<file path="config.mk">
export PLATFORM = sky130hd
export DESIGN_NAME = hazard_ctrl
export DESIGN_NICKNAME = d
export VERILOG_FILES = /design/src/rtl/hazard_pkg.sv /design/src/rtl/hazard_ctrl_div_seq.sv /design/src/rtl/hazard_ctrl.sv
export SDC_FILE = /design/constraint.sdc
export NUM_CORES = 1
export LEC_CHECK = 0
export CAP_MARGIN = 5
export CORE_MARGIN = 1.5
export CORE_UTILIZATION = 30
export CTS_BUF_LIST = sky130_fd_sc_hd__clkbuf_8
export DETAILED_ROUTE_END_ITERATION = 10
export GPL_ROUTABILITY_DRIVEN = 0
export PLACE_DENSITY = 0.67
export SETUP_SLACK_MARGIN = 0.3
export SLEW_MARGIN = 5
export SYNTH_ARGS = -nofsm -noshare
export SYNTH_HDL_FRONTEND = slang
export SYNTH_SLANG_ARGS = --single-unit
export TNS_END_PERCENT = 20
</file>
<file path="constraint.sdc">
create_clock -name clk -period 3.4 [get_ports clk]
set_input_delay 0.51 -clock clk [delete_from_list [all_inputs] [get_ports clk]]
set_output_delay 0.51 -clock clk [all_outputs]
set_load 0.01 [all_outputs]
</file>
<file path="src/rtl/hazard_pkg.sv">
// hazard_pkg: forward-select encodings and divide FSM states shared by the hazard unit.
package hazard_pkg;
    localparam logic [1:0] FWD_REG = 2'b00;
    localparam logic [1:0] FWD_WB  = 2'b01;
    localparam logic [1:0] FWD_MEM = 2'b10;

    typedef enum logic [1:0] {IDLE, BUSY, DONE} div_state_t;
endpackage

</file>
<file path="src/rtl/hazard_ctrl_div_seq.sv">
// div_seq: multi-cycle divide sequencer; holds the pipeline while the external divider runs.
module div_seq
    import hazard_pkg::*;
#(
    parameter int DIV_CYCLES = 32
) (
    input  logic clk,
    input  logic rst,
    input  logic DivE,
    output logic div_busy,
    output logic div_start,
    output logic hilo_we
);
    localparam int CW = $clog2(DIV_CYCLES);

    div_state_t    state_q, state_d;
    logic [CW-1:0] cnt_q, cnt_d;

    always_comb begin
        state_d = state_q;
        cnt_d   = cnt_q;
        case (state_q)
            IDLE: if (DivE) begin
                state_d = BUSY;
                cnt_d   = CW'(DIV_CYCLES - 2);
            end
            BUSY: if (cnt_q == '0) state_d = DONE;
                  else cnt_d = cnt_q - 1'b1;
            default: state_d = IDLE;
        endcase
    end

    always_ff @(posedge clk or negedge rst) begin
        if (!rst) begin
            state_q <= IDLE;
            cnt_q   <= '0;
        end else begin
            state_q <= state_d;
            cnt_q   <= cnt_d;
        end
    end

    // DONE deliberately ignores DivE so a div cannot restart itself before leaving EX
    assign div_start = (state_q == IDLE) && DivE;
    assign div_busy  = div_start || (state_q == BUSY);
    assign hilo_we   = (state_q == DONE);
endmodule

</file>
<file path="src/rtl/hazard_ctrl.sv">
// hazard_ctrl: forwarding selects, load-use/branch stalls and divide stall merging for the 5-stage core.
module hazard_ctrl
    import hazard_pkg::*;
#(
    parameter int DIV_CYCLES = 32
) (
    input  logic       clk,
    input  logic       rst,
    input  logic [4:0] RsD,
    input  logic [4:0] RtD,
    input  logic [4:0] RsE,
    input  logic [4:0] RtE,
    input  logic       BranchD,
    input  logic       RegWriteE,
    input  logic       MemtoRegE,
    input  logic [4:0] WriteRegE,
    input  logic       RegWriteM,
    input  logic       MemtoRegM,
    input  logic [4:0] WriteRegM,
    input  logic       RegWriteW,
    input  logic [4:0] WriteRegW,
    input  logic       DivE,
    output logic       StallF,
    output logic       StallD,
    output logic       StallE,
    output logic       FlushE,
    output logic       ForwardAD,
    output logic       ForwardBD,
    output logic [1:0] ForwardAE,
    output logic [1:0] ForwardBE,
    output logic       div_start,
    output logic       hilo_we,
    output logic       div_busy
);
    logic m_ok, w_ok, e_ok, lm_ok, lwstall, branchstall, hz;

    div_seq #(.DIV_CYCLES(DIV_CYCLES)) u_div_seq (
        .clk      (clk),
        .rst      (rst),
        .DivE     (DivE),
        .div_busy (div_busy),
        .div_start(div_start),
        .hilo_we  (hilo_we)
    );

    always_comb begin
        m_ok        = RegWriteM && (WriteRegM != 5'd0);
        w_ok        = RegWriteW && (WriteRegW != 5'd0);
        e_ok        = RegWriteE && (WriteRegE != 5'd0);
        lm_ok       = MemtoRegM && (WriteRegM != 5'd0);
        ForwardAE   = (m_ok && WriteRegM == RsE) ? FWD_MEM : (w_ok && WriteRegW == RsE) ? FWD_WB : FWD_REG;
        ForwardBE   = (m_ok && WriteRegM == RtE) ? FWD_MEM : (w_ok && WriteRegW == RtE) ? FWD_WB : FWD_REG;
        ForwardAD   = m_ok && (WriteRegM == RsD);
        ForwardBD   = m_ok && (WriteRegM == RtD);
        lwstall     = MemtoRegE && e_ok && (WriteRegE == RsD || WriteRegE == RtD);
        branchstall = BranchD && ((e_ok && (WriteRegE == RsD || WriteRegE == RtD)) ||
                                  (lm_ok && (WriteRegM == RsD || WriteRegM == RtD)));
        hz          = lwstall || branchstall;
        StallF      = hz || div_busy;
        StallD      = hz || div_busy;
        StallE      = div_busy;
        // a held EX stage must keep its instruction, so the bubble is suppressed
        FlushE      = hz && !div_busy;
    end
endmodule
</file>
==> flow_metrics.env <==
export IMPL_endpoint_kind="output port"
export IMPL_p_sw_w=0.000218
export IMPL_power_frac_seq=0.273
export IMPL_yosysUniqueCellTypes=23
export IMPL_r2r_end="u_div_seq.cnt_q[3]$_DFFE_PN0P_"
export IMPL_drt_wl_total_um=2850
export IMPL_drcViolationCount=0
export IMPL_dp_hpwl_um=2390
export IMPL_synth_top_cell_area_share=0.205
export IMPL_powerDensity_nw_per_um2=376
export IMPL_worstMarginPinSlew_ps=442
export IMPL_most_common_layout_cells="clkdlybuf4s50_1 (53), xor2_1 (22), xnor2_1 (21)"
export IMPL_clock_path_buffers=2
export IMPL_layout_min_cycle_time_ps=3050
export IMPL_critPathLaunchType="primary input"
export IMPL_holdPathEnd="u_div_seq.state_q[1]$_DFFE_PN0P_"
export IMPL_reg2reg_depth=7
export IMPL_die_area_sq_um=3480
export IMPL_critPathMaxFanout=3
export IMPL_finClkSkew_ps=1.62
export IMPL_nets=214
export IMPL_hold_viol=0
export IMPL_maxCapViolations=0
export IMPL_max_vdd_ir_drop_uv=304
export IMPL_cts_max_level=1
export IMPL_syn_avg_cell_area_sq_um=8.24
export IMPL_syn_nets=160
export IMPL_die_w_um=59.0
export IMPL_clk_latency_ps=230
export IMPL_viasPerCell=4.95
export IMPL_slew_viol_final=0
export IMPL_p_sw_frac=0.373
export IMPL_synth_seq_cells=7
export IMPL_grt_overflow=0
export IMPL_vias=990
export IMPL_antenna_found_initial=0
export IMPL_grt_use_total=0.160
export IMPL_r2r_setup_slack_ps=1740
export IMPL_rsz0062_at_grt="yes"
export IMPL_final_common_cell="clkdlybuf4s50_1"
export IMPL_io_buffers=56
export IMPL_drt_iter0_drc=15
export IMPL_finalSetupViolations=0
export IMPL_fp_dieH_um=59.0
export IMPL_syn_inst=114
export IMPL_post_cts_setup_buffer_count=0
export IMPL_areaGrowthSynthToFinish_pct=65.2
export IMPL_reg2reg_from="u_div_seq.cnt_q[0]$_DFFE_PN0P_"
export IMPL_crit_required_ps=2890
export IMPL_start_util=0.313
export IMPL_root_buffer="clkbuf_8"
export IMPL_whs_ps=503
export IMPL_total_power_w=0.000584
export IMPL_worst_hold_path_type="register to register"
export IMPL_p_leak_nw=0.591
export IMPL_cts_tree="yes"
export IMPL_cp_startpoint="WriteRegW[2]"
export IMPL_p_comb_frac=0.520
export IMPL_p_clk_frac=0.207
export IMPL_synth_seq_area_share=0.186
export IMPL_syn_cell_area_sq_um=940
export IMPL_cp_arrival_ps=2540
export IMPL_synth_area_leaders="xor2_1 (21%), xnor2_1 (20%), dfrtp_1 (19%), nand3_1 (3.7%), nor3_1 (3.2%)"
export IMPL_worst_setup_path_type="primary input to output port"
export IMPL_detail_route_antenna_nets=0
export IMPL_max_freq_mhz=327
export IMPL_yosysTopAreaCell="xor2_1"
export IMPL_fin_crit_sh=0.898
export IMPL_cts_buffers=3
export IMPL_p_int_w=0.000367
export IMPL_clk_pin_slew_ps=40
export IMPL_io_pins=57
export IMPL_wl_per_cell_um=14.3
export IMPL_status="completed"
export IMPL_ys_warnings_count=0
export IMPL_grt_pass1_wl_um=4270
export IMPL_tns_ps=0
export IMPL_fp_coreArea_sq_um=3000
export IMPL_slew_headroom=0.703
export IMPL_grt_pass1_vias=975
export IMPL_dr_pass1_iters=3
export IMPL_grt_max_degree=9
export IMPL_antennaDiodeCount=0
export IMPL_rows=20
export IMPL_clock_sinks=7
export IMPL_min_from="u_div_seq.state_q[1]$_DFFE_PN0P_"
export IMPL_hold_depth=1
export IMPL_drive_above_1_share=0.0539
how the worst max path moves through the flow:
stage / endpoint / slack [ps] / cells past startpoint
floorplan: ForwardAE[0] / 1280 / 6
finish: ForwardAE[0] / 350 / 6
global placement: FlushE / 330 / 7
detailed placement: ForwardAE[1] / 310 / 6
CTS: FlushE / 300 / 7
global route: FlushE / 190 / 7
cells in the mapped netlist (all sizes together):
cell     number
a21oi         2
buf           7
dfrtp         7
ha            2
inv           4
nand2         7
nand3         7
nand3b        2
nor2          6
nor2b         3
nor3          6
nor3b         1
nor4          6
o2111ai       1
o21ai         6
or4           3
or4b          1
xnor2        21
xor2         22
through the flow:
step           cells   util  area, sq um  setup slack, ps
2_1_floorplan    114      -          940             1280
4_1_cts          200  0.513         1540              301
3_3_place_gp     196  0.498         1500              329
6_report         200  0.517         1550              346
3_5_place_dp     196  0.498         1500              312
5_1_grt          200  0.517         1550              192
layer usage:
| layer | vias to the layer above | global-route usage | wire length, um |
|---|---|---|---|
| met5 | - | 0 | 0 |
| li1 | 490 | - | - |
| met1 | 454 | 0.194 | 1250 |
| met4 | 0 | 0.0390 | 20 |
| met2 | 44 | 0.290 | 1380 |
| met3 | 2 | 0.0286 | 205 |
sequential cells by signal, summed over array words and instances (netlist names):
register and cells:
u_div_seq.cnt_q 5, u_div_seq.state_q 2
repair_timing:
action                     in CTS  in global routing
resized for setup               1                  3
setup endpoints to repair       1                  7
hold buffers                    0                  0
worst max-delay path: stages:
cell and delay (ps):
clkdlybuf4s50_1 540, or4_1 150, o21ai_1 70, or4_1 560
nor4_2 150, clkdlybuf4s50_1 560
cells by family after synthesis:
group,count (synthesis),share of synthesized area
buffers and inverters,11,0.0639
flip-flops,7,0.186
AO/OA/AOI/OAI,9,0.0519
XOR/XNOR,43,0.401
AND/OR/NAND/NOR,42,0.270
adder cells (fa/ha/maj),2,0.0266
area by class of cell:
cell class	count	area, sq um
inverter	4	15.0
sequential	7	175
clock buffer	3	41.3
multi-input combinational	96	711
clock inverter	1	5.00
timing repair buffer	56	564
fill	298	1450
tap	33	41.3
power groups by stage:
stage | clock network, W | logic [W] | registers, W
after floorplan | 0 | 0.000188 | 0.000150
after global placement | 0 | 0.000297 | 0.000156
after detailed placement | 0 | 0.000303 | 0.000159
after CTS | 0.000122 | 0.000308 | 0.000160
after global routing | 0.000125 | 0.000337 | 0.000164
final | 0.000121 | 0.000304 | 0.000160
Power figures use the tool's default switching activity.
